$ cat config.mk
export PLATFORM = sky130hd
export DESIGN_NAME = tug_field
export DESIGN_NICKNAME = d
export VERILOG_FILES = /design/src/rtl/tug_field.sv
export SDC_FILE = /design/constraint.sdc
export NUM_CORES = 1
export LEC_CHECK = 0
export ABC_AREA = 1
export BUFFER_PORTS_ARGS = -buffer_cell sky130_fd_sc_hd__buf_2
export CORE_ASPECT_RATIO = 1.2
export CORE_UTILIZATION = 35
export CTS_CLUSTER_SIZE = 10
export DETAILED_ROUTE_END_ITERATION = 10
export SYNTH_ARGS = -nofsm -noshare
export SYNTH_HDL_FRONTEND = slang
export SYNTH_SLANG_ARGS = --single-unit
export TNS_END_PERCENT = 20
$ cat constraint.sdc
create_clock -name clk -period 1.5 [get_ports clk]
set_input_delay 0.075 -clock clk [delete_from_list [all_inputs] [get_ports clk]]
set_output_delay 0.075 -clock clk [all_outputs]
set_load 0.05 [all_outputs]
$ cat src/rtl/tug_field.sv
// tug_field: tug-of-war playfield with edge-detected players, one-hot light, round wins and scoring.
// Define TUG_DEBOUNCE_EN to debounce the synchronized human key over DEBOUNCE_CYCLES cycles.
module tug_field #(
  parameter int NUM_LEDS        = 9,
  parameter int SCORE_W         = 3,
  parameter int HOLD_CYCLES     = 4,
  parameter int DEBOUNCE_CYCLES = 8
) (
  input  logic                clk,
  input  logic                reset,
  input  logic                human_raw,
  input  logic                cpu_press,
  output logic [NUM_LEDS-1:0] leds,
  output logic [SCORE_W-1:0]  human_score,
  output logic [SCORE_W-1:0]  cpu_score,
  output logic [1:0]          winner,
  output logic                round_over
);
  localparam logic [NUM_LEDS-1:0] CENTER = NUM_LEDS'(1) << ((NUM_LEDS - 1) / 2);
  localparam logic [SCORE_W-1:0]  LAST_BEFORE_MAX = SCORE_W'((1 << SCORE_W) - 2);
  localparam int HW = $clog2(HOLD_CYCLES + 1);
  typedef enum logic [1:0] {PLAY, HOLD, GAME_OVER} state_t;
  state_t state, state_n;
  logic s1, s2, s3, cpu_prev, lvl, h_edge, c_edge, ro_n;
  logic [HW-1:0] hold_cnt, hold_n;
  logic [NUM_LEDS-1:0] leds_n;
  logic [SCORE_W-1:0] hs_n, cs_n;
  logic [1:0] win_n;
`ifdef TUG_DEBOUNCE_EN
  localparam int DW = $clog2(DEBOUNCE_CYCLES + 1);
  logic [DW-1:0] db_cnt;
  always_ff @(posedge clk)
    if (reset) db_cnt <= '0;
    else db_cnt <= !s2 ? '0 : db_cnt == DW'(DEBOUNCE_CYCLES - 1) ? db_cnt : db_cnt + 1'b1;
  // level rises on the DEBOUNCE_CYCLES-th consecutive high of s2, falls with s2
  assign lvl = s2 && db_cnt == DW'(DEBOUNCE_CYCLES - 1);
`else
  assign lvl = s2;
`endif
  assign h_edge = lvl & ~s3;
  assign c_edge = cpu_press & ~cpu_prev;
  always_ff @(posedge clk)
    if (reset) {s1, s2, s3, cpu_prev} <= '0;
    else {s1, s2, s3, cpu_prev} <= {human_raw, s1, lvl, cpu_press};
  always_comb begin
    state_n = state;
    leds_n  = leds;
    hs_n    = human_score;
    cs_n    = cpu_score;
    win_n   = winner;
    ro_n    = round_over;
    hold_n  = hold_cnt;
    if (state == PLAY && (h_edge ^ c_edge)) begin
      if (h_edge && leds[0]) begin
        hs_n    = human_score + 1'b1;
        win_n   = 2'b01;
        ro_n    = 1'b1;
        hold_n  = HW'(HOLD_CYCLES - 1);
        state_n = human_score == LAST_BEFORE_MAX ? GAME_OVER : HOLD;
      end else if (c_edge && leds[NUM_LEDS-1]) begin
        cs_n    = cpu_score + 1'b1;
        win_n   = 2'b10;
        ro_n    = 1'b1;
        hold_n  = HW'(HOLD_CYCLES - 1);
        state_n = cpu_score == LAST_BEFORE_MAX ? GAME_OVER : HOLD;
      end else
        leds_n = h_edge ? leds >> 1 : leds << 1;
    end else if (state == HOLD) begin
      if (hold_cnt == '0) begin
        leds_n  = CENTER;
        ro_n    = 1'b0;
        state_n = PLAY;
      end else
        hold_n = hold_cnt - 1'b1;
    end
  end
  always_ff @(posedge clk)
    if (reset) begin
      state       <= PLAY;
      leds        <= CENTER;
      human_score <= '0;
      cpu_score   <= '0;
      winner      <= 2'b00;
      round_over  <= 1'b0;
      hold_cnt    <= '0;
    end else begin
      state       <= state_n;
      leds        <= leds_n;
      human_score <= hs_n;
      cpu_score   <= cs_n;
      winner      <= win_n;
      round_over  <= ro_n;
      hold_cnt    <= hold_n;
    end
endmodule

## After elaboration in Yosys (flattened, before gate mapping)

Cells that the tools add are included.

- Bits in registers: 27
- Input port bits: 4
- Output and inout port bits: 18
- Logic and storage cells: 66

- Add/subtract/negate cells: 3
- Equal/unequal tests: 7
- Multiplexer cells: 25
- Bitwise gates (word level): 6
- Reduce and logical (&&, ||, !) cells: 14

Operator list:

| operator | number |
|---|---|
| $mux 9 | 6 |
| $mux 2 | 9 |
| $mux 3 | 5 |
| $reduce_and 3->1 | 3 |
| $add 3x1->3 const B | 2 |
| $eq 3x3->1 const B | 2 |
| $ne 2x2->1 const B | 3 |
| $reduce_bool 2->1 | 3 |
| $mux 1 | 5 |
| $reduce_and 2->1 | 2 |
| $reduce_and 4->1 | 1 |
| $logic_and 1x1->1 | 3 |
| $logic_not 3->1 | 1 |
| $ne 3x1->1 const B | 1 |
| $not 1->1 | 3 |
| $sub 3x1->3 const B | 1 |
| $and 1x1->1 | 2 |
| $eq 2x1->1 const B | 1 |
| $logic_not 2->1 | 1 |
| $xor 1x1->1 | 1 |

## Longest topological paths before layout

Gate-level depths: netlist of run 1.

- Word-level depth: 6
- Depth in mapped cells: 10
- Mapped depth without buffers: 9

## Worst setup path before layout of run 1

No wires, ideal clock.

- Kind: reg-to-reg
- Start point: register human_score[0]
- End point: register state[1]
- Setup time: 128 ps
- Arrival: 1415 ps
- Required time: 1372 ps
- Setup slack: -43 ps
- Cell stages (with the launch flop): 9
- Path buffers: 0
- Period minus slack after synthesis: 1543 ps
- Cell sequence: dfxtp_1 > inv_1 > ha_1 > nand2_1 > inv_1 > o21ai_0 > nor2_1 > nor2_1 > nor2_1

- Longest elaborated chain between the ends: 4

Ends and longest elaborated chain:

| item | RTL line | text |
|---|---|---|
| from (decl) | 14 | `output logic [SCORE_W-1:0] human_score,` |
| from (signal assigned) | 89 | `human_score <= hs_n;` |
| $eq 3x3->1 | 59 | `state_n = human_score == LAST_BEFORE_MAX ? GAME_OVER : HOLD;` |
| $mux 2 | 59 |  |
| $mux 2 | 54 | `if (h_edge && leds[0]) begin` |
| $mux 2 | 53 | `if (state == PLAY && (h_edge ^ c_edge)) begin` |
| to (signal assigned) | 87 | `state <= state_n;` |
| to (decl) | 23 | `state_t state, state_n;` |

Every way passes these cells.
A chain may end at the register's enable or synchronous reset.

## Worst setup path after layout of run 1

- Start point: register hold_cnt[1]
- End point: register leds[4]

- Longest elaborated chain between the ends: 3

Ends and longest elaborated chain:

| item | RTL line | text |
|---|---|---|
| from (decl) | 25 | `logic [HW-1:0] hold_cnt, hold_n;` |
| from (signal assigned) | 93 | `hold_cnt <= hold_n;` |
| $logic_not 3->1 | 69 | `if (hold_cnt == '0) begin` |
| $reduce_bool 2->1 (no line) | n/a |  |
| $reduce_and 4->1 (no line) | n/a |  |
| to (signal assigned) | 88 | `leds <= leds_n;` |
| to (decl) | 13 | `output logic [NUM_LEDS-1:0] leds,` |

Every way passes these cells.

==> results.json, run 1 <==
{
  "syn_nets": 211,
  "core_region_area_sq_um": 4000,
  "run_status": "finished, final reports clean",
  "synth-edff-count": 0,
  "cp_max_fo": 5,
  "drt_iter0_drc": 58,
  "post-route-period-util": 0.951,
  "cts_inserted_buffers": 3,
  "grt_pass1_wl_microns": 5020,
  "hold_path_class": "input port to flop",
  "root_buffer": "clkbuf_8",
  "portBuffers": 21,
  "fin_skew_ps": 2.47,
  "fillCellCount": 449,
  "gp_congestion": 0.720,
  "post_cts_buffers": 0,
  "gr-total-overflow": 0,
  "num_vias": 1335,
  "clockBufferDepth": 2,
  "yosysSeqAreaShare": 0.365,
  "via_per_inst": 4.70,
  "final-hold-violation-count": 0,
  "syn2layout_area_growth_pct": 22.6,
  "required_ps": 1650,
  "slew_violations": 0,
  "clock_latency_ps": 270,
  "setup_viol": 0,
  "p_per_area_nw_per_um2": 969,
  "grt_max_degree": 22,
  "syn_avg_cell_area_sq_um": 7.36,
  "synth_cells": 201,
  "num_rows": 25,
  "max_stage_delay_ps": 340,
  "max_freq_ghz": 0.701,
  "drv_cap": 0,
  "crit_arrival_ps": 1580,
  "synthArstFlopShare": 0,
  "ys_ff_latch": 27,
  "synth_area_sq_um": 1480,
  "dieArea_sq_um": 4490,
  "drive_gt1_frac": 0.265,
  "placement.setup.worst_slack_ps": 41.4,
  "setup.worst_path.start_class": "flop",
  "cts_tree": "done",
  "ys_top_cells_by_area": "dfxtp_1, nand2_1, nand3_1",
  "worst_slew_pin_slew_ps": 477,
  "crit_type": "flop to flop",
  "grt_use_total": 0.150,
  "drc_errors": 0,
  "cts_sinks": 27,
  "worst-path-buf-inv": 3,
  "firstDrtPassIters": 4,
  "antenna_found_initial": 0,
  "die-height_microns": 73.2,
  "critPathTopFamily": "flip-flops",
  "vdd_drop_max_uv": 419,
  "yosysUniqueCellTypes": 24,
  "ys.flop_type": "dfxtp_1",
  "crit_path_end_kind": "flop",
  "cp_slowest_cell": "dfxtp_1",
  "start_util": 0.369,
  "dpl-instance-area_sq_um": 1660,
  "crit_chain": "inv_2, ha_4, ha_4, inv_2, o21ai_4, clkbuf_16, nand2_1, nand2_1, nand3_1",
  "n_antenna_cell": 0,
  "period_minus_slack_ps": 1430,
  "post_drt_wl_per_cell_microns": 11.4,
  "layout_setup_ws_ps": 72.9,
  "io_pins": 22,
  "max-slew-margin-rel": 0.682,
  "synth_warnings": 0,
  "grt_pass1_vias": 1158,
  "yosysTopAreaCellShare": 0.365,
  "yosys.area.top_type": "dfxtp_1",
  "ant_nets": 0,
  "hpwlAfterDp_microns": 2100,
  "final_cell_area_sq_um": 1810,
  "drt-total-wl_microns": 3230,
  "cts.htree.levels": 1,
  "yosys-top-cells-count": "nand2_1, dfxtp_1, inv_1",
  "die_w_microns": 61.3,
  "nets": 241,
  "clk_pin_slew_ps": 90,
  "leakagePower_nw": 0.860,
  "yosysMostFrequentCell": "nand2_1"
}
-- path summary, 6_finish.rpt --
path               start  endpoint  slack, ps  cells past startpoint
max          hold_cnt[1]   leds[4]         70                      9
min            cpu_press  cpu_prev         90                      3
min reg2reg           s1       lvl        410                      2
max reg2reg  hold_cnt[1]   leds[4]         70                      9
-- routing by layer --
metal	up-vias	global-route usage	wire, microns
met5	-	0	0
li1	698	-	-
met1	606	0.178	1560
met3	4	0.0266	116
met4	0	0.0593	38
met2	27	0.260	1520
-- power by group --
| part | switching, mW | leakage, nW | internal [mW] | total (mW) |
|---|---|---|---|---|
| Clock | 0.232 | 0.0228 | 0.191 | 0.422 |
| Sequential | 0.0465 | 0.222 | 0.765 | 0.811 |
| Combinational | 0.334 | 0.616 | 0.190 | 0.523 |
-- metrics by stage --
stage / power, mW / TNS [ps] / std cells / hold WS (ps) / util
final: 1.76 / 0 / 284 / 94.9 / 0.453
after global routing: 1.85 / -1.62 / 284 / 110 / 0.453
after CTS: 1.71 / 0 / 281 / 97.5 / 0.428
after detailed placement: 1.29 / 0 / 276 / 283 / 0.415
after global placement: 1.29 / 0 / 276 / 272 / 0.415
after floorplan: 1.19 / -42.1 / 201 / 144 / -
-- logic make-up after synthesis --
kind of cell | count (synthesis) | share of synthesized area
compound gates | 27 | 0.107
xor+xnor | 2 | 0.0118
fa+ha+maj | 6 | 0.0508
buf+inv | 34 | 0.107
flops | 27 | 0.365
simple gates | 105 | 0.358
-- registers in the layout, summed over array words and instances (netlist names) --
signal / count
leds: 9
cpu_score: 3
hold_cnt: 3
human_score: 3
state: 2
winner: 2
cpu_prev: 1
lvl: 1
round_over: 1
s1: 1
s3: 1
-- layout make-up --
class                      instances  area, sq um  share of cell area
inverter                          27          101              0.0559
clock buffer                       4         45.0              0.0248
tap                               54         67.6              0.0373
sequential                        27          543               0.300
multi-input combinational        141          826               0.455
timing repair buffer              31          230               0.127
-- cell usage in the layout, fill, tap and decap left out, drive strengths merged --
cell and n:
ha 6, xor2 2, nand4 4, buf 28
nand3 23, dlygate4sd3 1, nor2 28, nand2 51
a21oi 17, inv 27, clkbuf 6, o21ai 10
dfxtp 27
-- timing repair --
action,4_1_cts,5_1_grt
gates resized for setup,0,11
endpoints found under the hold margin,1,0
hold buffers,1,0
setup endpoints to repair,0,14
-- tightest hold or removal path, stage by stage --
cell,delay (ps)
buf_2,110
inv_1,70
nor2_1,80
Note: power is estimated with default switching activity, not from simulation.
==> run 2: changes to the inputs <==
--- a/config.mk
+++ b/config.mk
@@ -6,11 +6,11 @@
 export NUM_CORES = 1
 export LEC_CHECK = 0
 export ABC_AREA = 1
-export BUFFER_PORTS_ARGS = -buffer_cell sky130_fd_sc_hd__buf_2
 export CORE_ASPECT_RATIO = 1.2
 export CORE_UTILIZATION = 35
 export CTS_CLUSTER_SIZE = 10
 export DETAILED_ROUTE_END_ITERATION = 10
+export DONT_BUFFER_PORTS = 1
 export SYNTH_ARGS = -nofsm -noshare
 export SYNTH_HDL_FRONTEND = slang
 export SYNTH_SLANG_ARGS = --single-unit
==> results.json, run 2 (same netlist as run 1, synthesis figures left out) <==
{
  "final_cell_mix": "nand2_1, dfxtp_1, buf_4",
  "die-height_microns": 73.2,
  "hpwlAfterDp_microns": 2150,
  "dpl-instance-area_sq_um": 1710,
  "drv_cap": 0,
  "ant_nets": 0,
  "final_util": 0.453,
  "grt_pass1_vias": 1151,
  "final_cell_area_sq_um": 1810,
  "grt_use_total": 0.149,
  "drt-total-wl_microns": 3010,
  "crit_type": "flop to flop",
  "firstDrtPassIters": 4,
  "io_pins": 22,
  "crit_top_cell": "ha_1",
  "antenna_found_initial": 0,
  "tns_ps": 0,
  "run_status": "finished, final reports clean",
  "via_per_inst": 4.59,
  "setup_viol": 0,
  "max-slew-margin-rel": 0.658,
  "leakagePower_nw": 0.849,
  "max_freq_ghz": 0.729,
  "vdd_drop_max_uv": 491,
  "nets": 240,
  "layoutNonFillerInstCount": 283,
  "dieArea_sq_um": 4490,
  "rsz0062_at_grt": "false",
  "p_per_area_nw_per_um2": 956,
  "crit_arrival_ps": 1550,
  "largest_register_ffs": 9,
  "final_common_cell": "nand2_1",
  "hold-worst-slack_ps": 186,
  "slew_violations": 0,
  "post-route-period-util": 0.915,
  "die_w_microns": 61.3,
  "dp_cells": 274,
  "drt_iter0_drc": 43,
  "grt_max_degree": 20,
  "n_antenna_cell": 0,
  "max_stage_delay_ps": 330,
  "clockBufferDepth": 2,
  "crit_chain": "inv_1, ha_1, ha_1, inv_2, o21ai_4, buf_12, a21oi_1, nor2_1",
  "drc_errors": 0,
  "cts.htree.levels": 1,
  "cts_inserted_buffers": 3,
  "cp_max_fo": 19,
  "top_register": "leds",
  "required_ps": 1680,
  "crit_path_end_kind": "flop",
  "num_rows": 25,
  "period_minus_slack_ps": 1370,
  "syn2layout_area_growth_pct": 22.5,
  "start_util": 0.369,
  "grt_pass1_wl_microns": 5040,
  "num_vias": 1298,
  "gr-total-overflow": 0,
  "setup.worst_path.start_class": "flop",
  "post_drt_wl_per_cell_microns": 10.6,
  "clock_latency_ps": 280,
  "fin_skew_ps": 4.66,
  "worst_slew_pin_slew_ps": 511,
  "drive_gt1_frac": 0.236,
  "core_region_area_sq_um": 4000,
  "gp_congestion": 0.716,
  "cts_tree": "done",
  "hold_path_class": "input port to flop",
  "root_buffer": "clkbuf_8",
  "final-hold-violation-count": 0,
  "cts_sinks": 27,
  "clk_pin_slew_ps": 100,
  "cp_slowest_cell": "dfxtp_1",
  "portBuffers": 0
}
-- run 2: layer usage --
metal,GRT usage,vias to the layer above,share of wire
met5,0,-,0
met3,0.0230,4,0.043
met4,0.0519,0,0.014
li1,-,692,-
met1,0.184,576,0.48
met2,0.257,26,0.47
-- run 2: cell type report --
class | instances | area (sq um)
sequential | 27 | 542
multi-input combinational | 140 | 790
timing repair buffer | 31 | 265
clock buffer | 3 | 41.3
clock inverter | 1 | 5.00
tap | 54 | 67.6
inverter | 27 | 101
fill | 425 | 2190
-- run 2: what timing repair did --
item / 4_1_cts / 5_1_grt
setup buffers: 0 / 2
resized for setup: 0 / 3
hold buffers: 3 / 0
endpoints found under the hold margin: 13 / 0
endpoints found under the setup margin: 0 / 10
-- run 2: final timing paths --
kind / startpoint / endpoint / slack [ps] / depth (start not counted)
max reg2reg: hold_cnt[0] / leds[3] / 130 / 8
max: hold_cnt[0] / leds[3] / 130 / 8
min: reset / leds[4] / 190 / 2
min reg2reg: s1 / lvl / 410 / 2
-- run 2: stage by stage --
stage	setup WS [ps]	power (mW)
after floorplan	-9.29	1.19
after global routing	20.0	1.83
after global placement	117	1.31
after CTS	61.8	1.75
final	127	1.73
after detailed placement	84.3	1.31
-- run 2: worst max-delay path, delay by kind of cell, from the launching register on --
| family | cells | cell delay (ps) |
|---|---|---|
| compound gates | 2 | 220 |
| fa+ha+maj | 2 | 370 |
| buf+inv | 3 | 290 |
| flops | 1 | 330 |
| simple gates | 1 | 60 |
-- run 2: report_power, final --
group | total, mW | internal, mW | leakage (nW) | switching (mW)
clock | 0.423 | 0.187 | 0.0255 | 0.236
sequential | 0.801 | 0.764 | 0.221 | 0.0364
combinational | 0.508 | 0.181 | 0.603 | 0.328
==> run 3: changes to the inputs <==
--- a/config.mk
+++ b/config.mk
@@ -6,7 +6,7 @@
 export NUM_CORES = 1
 export LEC_CHECK = 0
 export ABC_AREA = 1
-export CORE_ASPECT_RATIO = 1.2
+export CORE_ASPECT_RATIO = 0.9
 export CORE_UTILIZATION = 35
 export CTS_CLUSTER_SIZE = 10
 export DETAILED_ROUTE_END_ITERATION = 10
==> results.json, run 3 (same netlist as run 1, synthesis figures left out) <==
{
  "run_status": "finished with violations",
  "violations": "design-rule violations",
  "r2r-end": "leds[2]",
  "grt_pass1_wl_microns": 5190,
  "setup_viol": 0,
  "num_rows": 22,
  "clockBufferDepth": 2,
  "required_ps": 1690,
  "dieArea_sq_um": 4490,
  "crit_arrival_ps": 1600,
  "cts_inserted_buffers": 3,
  "slew_violations": 0,
  "worstReg2RegStart": "hold_cnt[1]",
  "cp_max_fo": 5,
  "tns_ps": 0,
  "post_drt_wl_per_cell_microns": 11.6,
  "final-hold-violation-count": 0,
  "n_antenna_cell": 0,
  "grt_pass1_vias": 1211,
  "cts.htree.levels": 1,
  "num_vias": 1329,
  "top_register": "leds",
  "leakagePower_nw": 0.881,
  "gp_congestion": 0.767,
  "start_util": 0.363,
  "root_buffer": "clkbuf_8",
  "vdd_drop_max_uv": 420,
  "drive_gt1_frac": 0.283,
  "period_minus_slack_ps": 1420,
  "die-height_microns": 63.7,
  "min-delay-start": "reset",
  "largest_register_ffs": 9,
  "drt-total-wl_microns": 3270,
  "holdPathEnd": "leds[4]",
  "antenna_found_initial": 0,
  "gr-total-overflow": 0,
  "firstDrtPassIters": 7,
  "hold_path_class": "input port to flop",
  "die_w_microns": 70.5,
  "dp_cells": 268,
  "crit_path_end_kind": "flop",
  "post-route-period-util": 0.945,
  "hpwlAfterDp_microns": 2170,
  "hold-path-cell-count": 2,
  "setup.worst_path.start_class": "flop",
  "grt_max_degree": 22,
  "io_pins": 22,
  "r2r_slack_ps": 80,
  "worst_slew_pin_slew_ps": 499,
  "ant_nets": 0,
  "drv_cap": 0,
  "final_common_cell": "nand2_1",
  "nets": 244,
  "clock_latency_ps": 280,
  "portBuffers": 0,
  "clk_pin_slew_ps": 100,
  "cts_sinks": 27,
  "layoutNonFillerInstCount": 281,
  "drt_iter0_drc": 96,
  "p_per_area_nw_per_um2": 949,
  "max-slew-margin-rel": 0.666,
  "crit_type": "flop to flop",
  "syn2layout_area_growth_pct": 27.8,
  "via_per_inst": 4.73,
  "final_cell_mix": "nand2_1, buf_4, nor2_1, dfxtp_1, inv_1",
  "grt_use_total": 0.144,
  "cts_tree": "done",
  "fin_skew_ps": 6.90,
  "max_freq_ghz": 0.706,
  "reg2reg_depth": 9,
  "core_region_area_sq_um": 4070,
  "drc_errors": 4
}
==> run 3: what timing repair did <==
| action | in CTS | in global routing |
|---|---|---|
| buffers inserted | 0 | 3 |
| endpoints found under the setup margin | 0 | 13 |
| resized for setup | 0 | 14 |
| hold buffers | 3 | 0 |
| hold endpoints to repair | 13 | 0 |
==> run 3: how the worst max path moves through the flow <==
| stage | slack (ps) | start | endpoint |
|---|---|---|---|
| global route | -0.3 | hold_cnt[0] | leds[8] |
| floorplan | -9 | leds[0] | leds[8] |
| finish | 80 | hold_cnt[1] | leds[2] |
| detailed placement | 20 | state[1] | leds[2] |
| CTS | 4 | state[1] | leds[2] |
| global placement | 60 | state[1] | leds[2] |
==> run 3: routing by layer <==
layer / global-route usage / routed length [microns] / share of wire / vias to the layer above
li1: - / - / - / 703
met5: 0 / 0 / 0 / -
met1: 0.173 / 1570 / 0.48 / 601
met3: 0.0384 / 126 / 0.039 / 5
met2: 0.254 / 1540 / 0.47 / 20
met4: 0.0383 / 32 / 0.0098 / 0
==> run 3: through the flow <==
step | worst slack, ps | area (sq um) | hold slack, ps | power (mW) | util
final | 82.7 | 1890 | 148 | 1.79 | 0.464
after global routing | -0.254 | 1890 | 208 | 1.91 | 0.464
after CTS | 4.45 | 1770 | 159 | 1.75 | 0.434
after detailed placement | 16.5 | 1690 | 149 | 1.31 | 0.415
after global placement | 61.7 | 1690 | 146 | 1.30 | 0.415
after floorplan | -9.29 | 1480 | 144 | 1.19 | -
==> run 3: layout make-up <==
type                       instances  area (sq um)
timing repair buffer              34           310
multi-input combinational        141           826
inverter                          27           101
clock buffer                       3          41.3
clock inverter                     1          5.00
sequential                        27           547
tap                               48          60.1
fill                             425          2180
==> run 3: where the power goes <==
group	internal [mW]	switching, mW
Combinational	0.218	0.345
Clock	0.187	0.243
Sequential	0.765	0.0356
==> run 3: worst max-delay path: stages, from the launching register on <==
cell and delay (ps):
dfxtp_1 330, inv_2 60, ha_4 140, ha_4 120, inv_2 50, o21ai_4 230, clkbuf_16 200, nand3_1 70
nand2_1 80, nor2_1 40
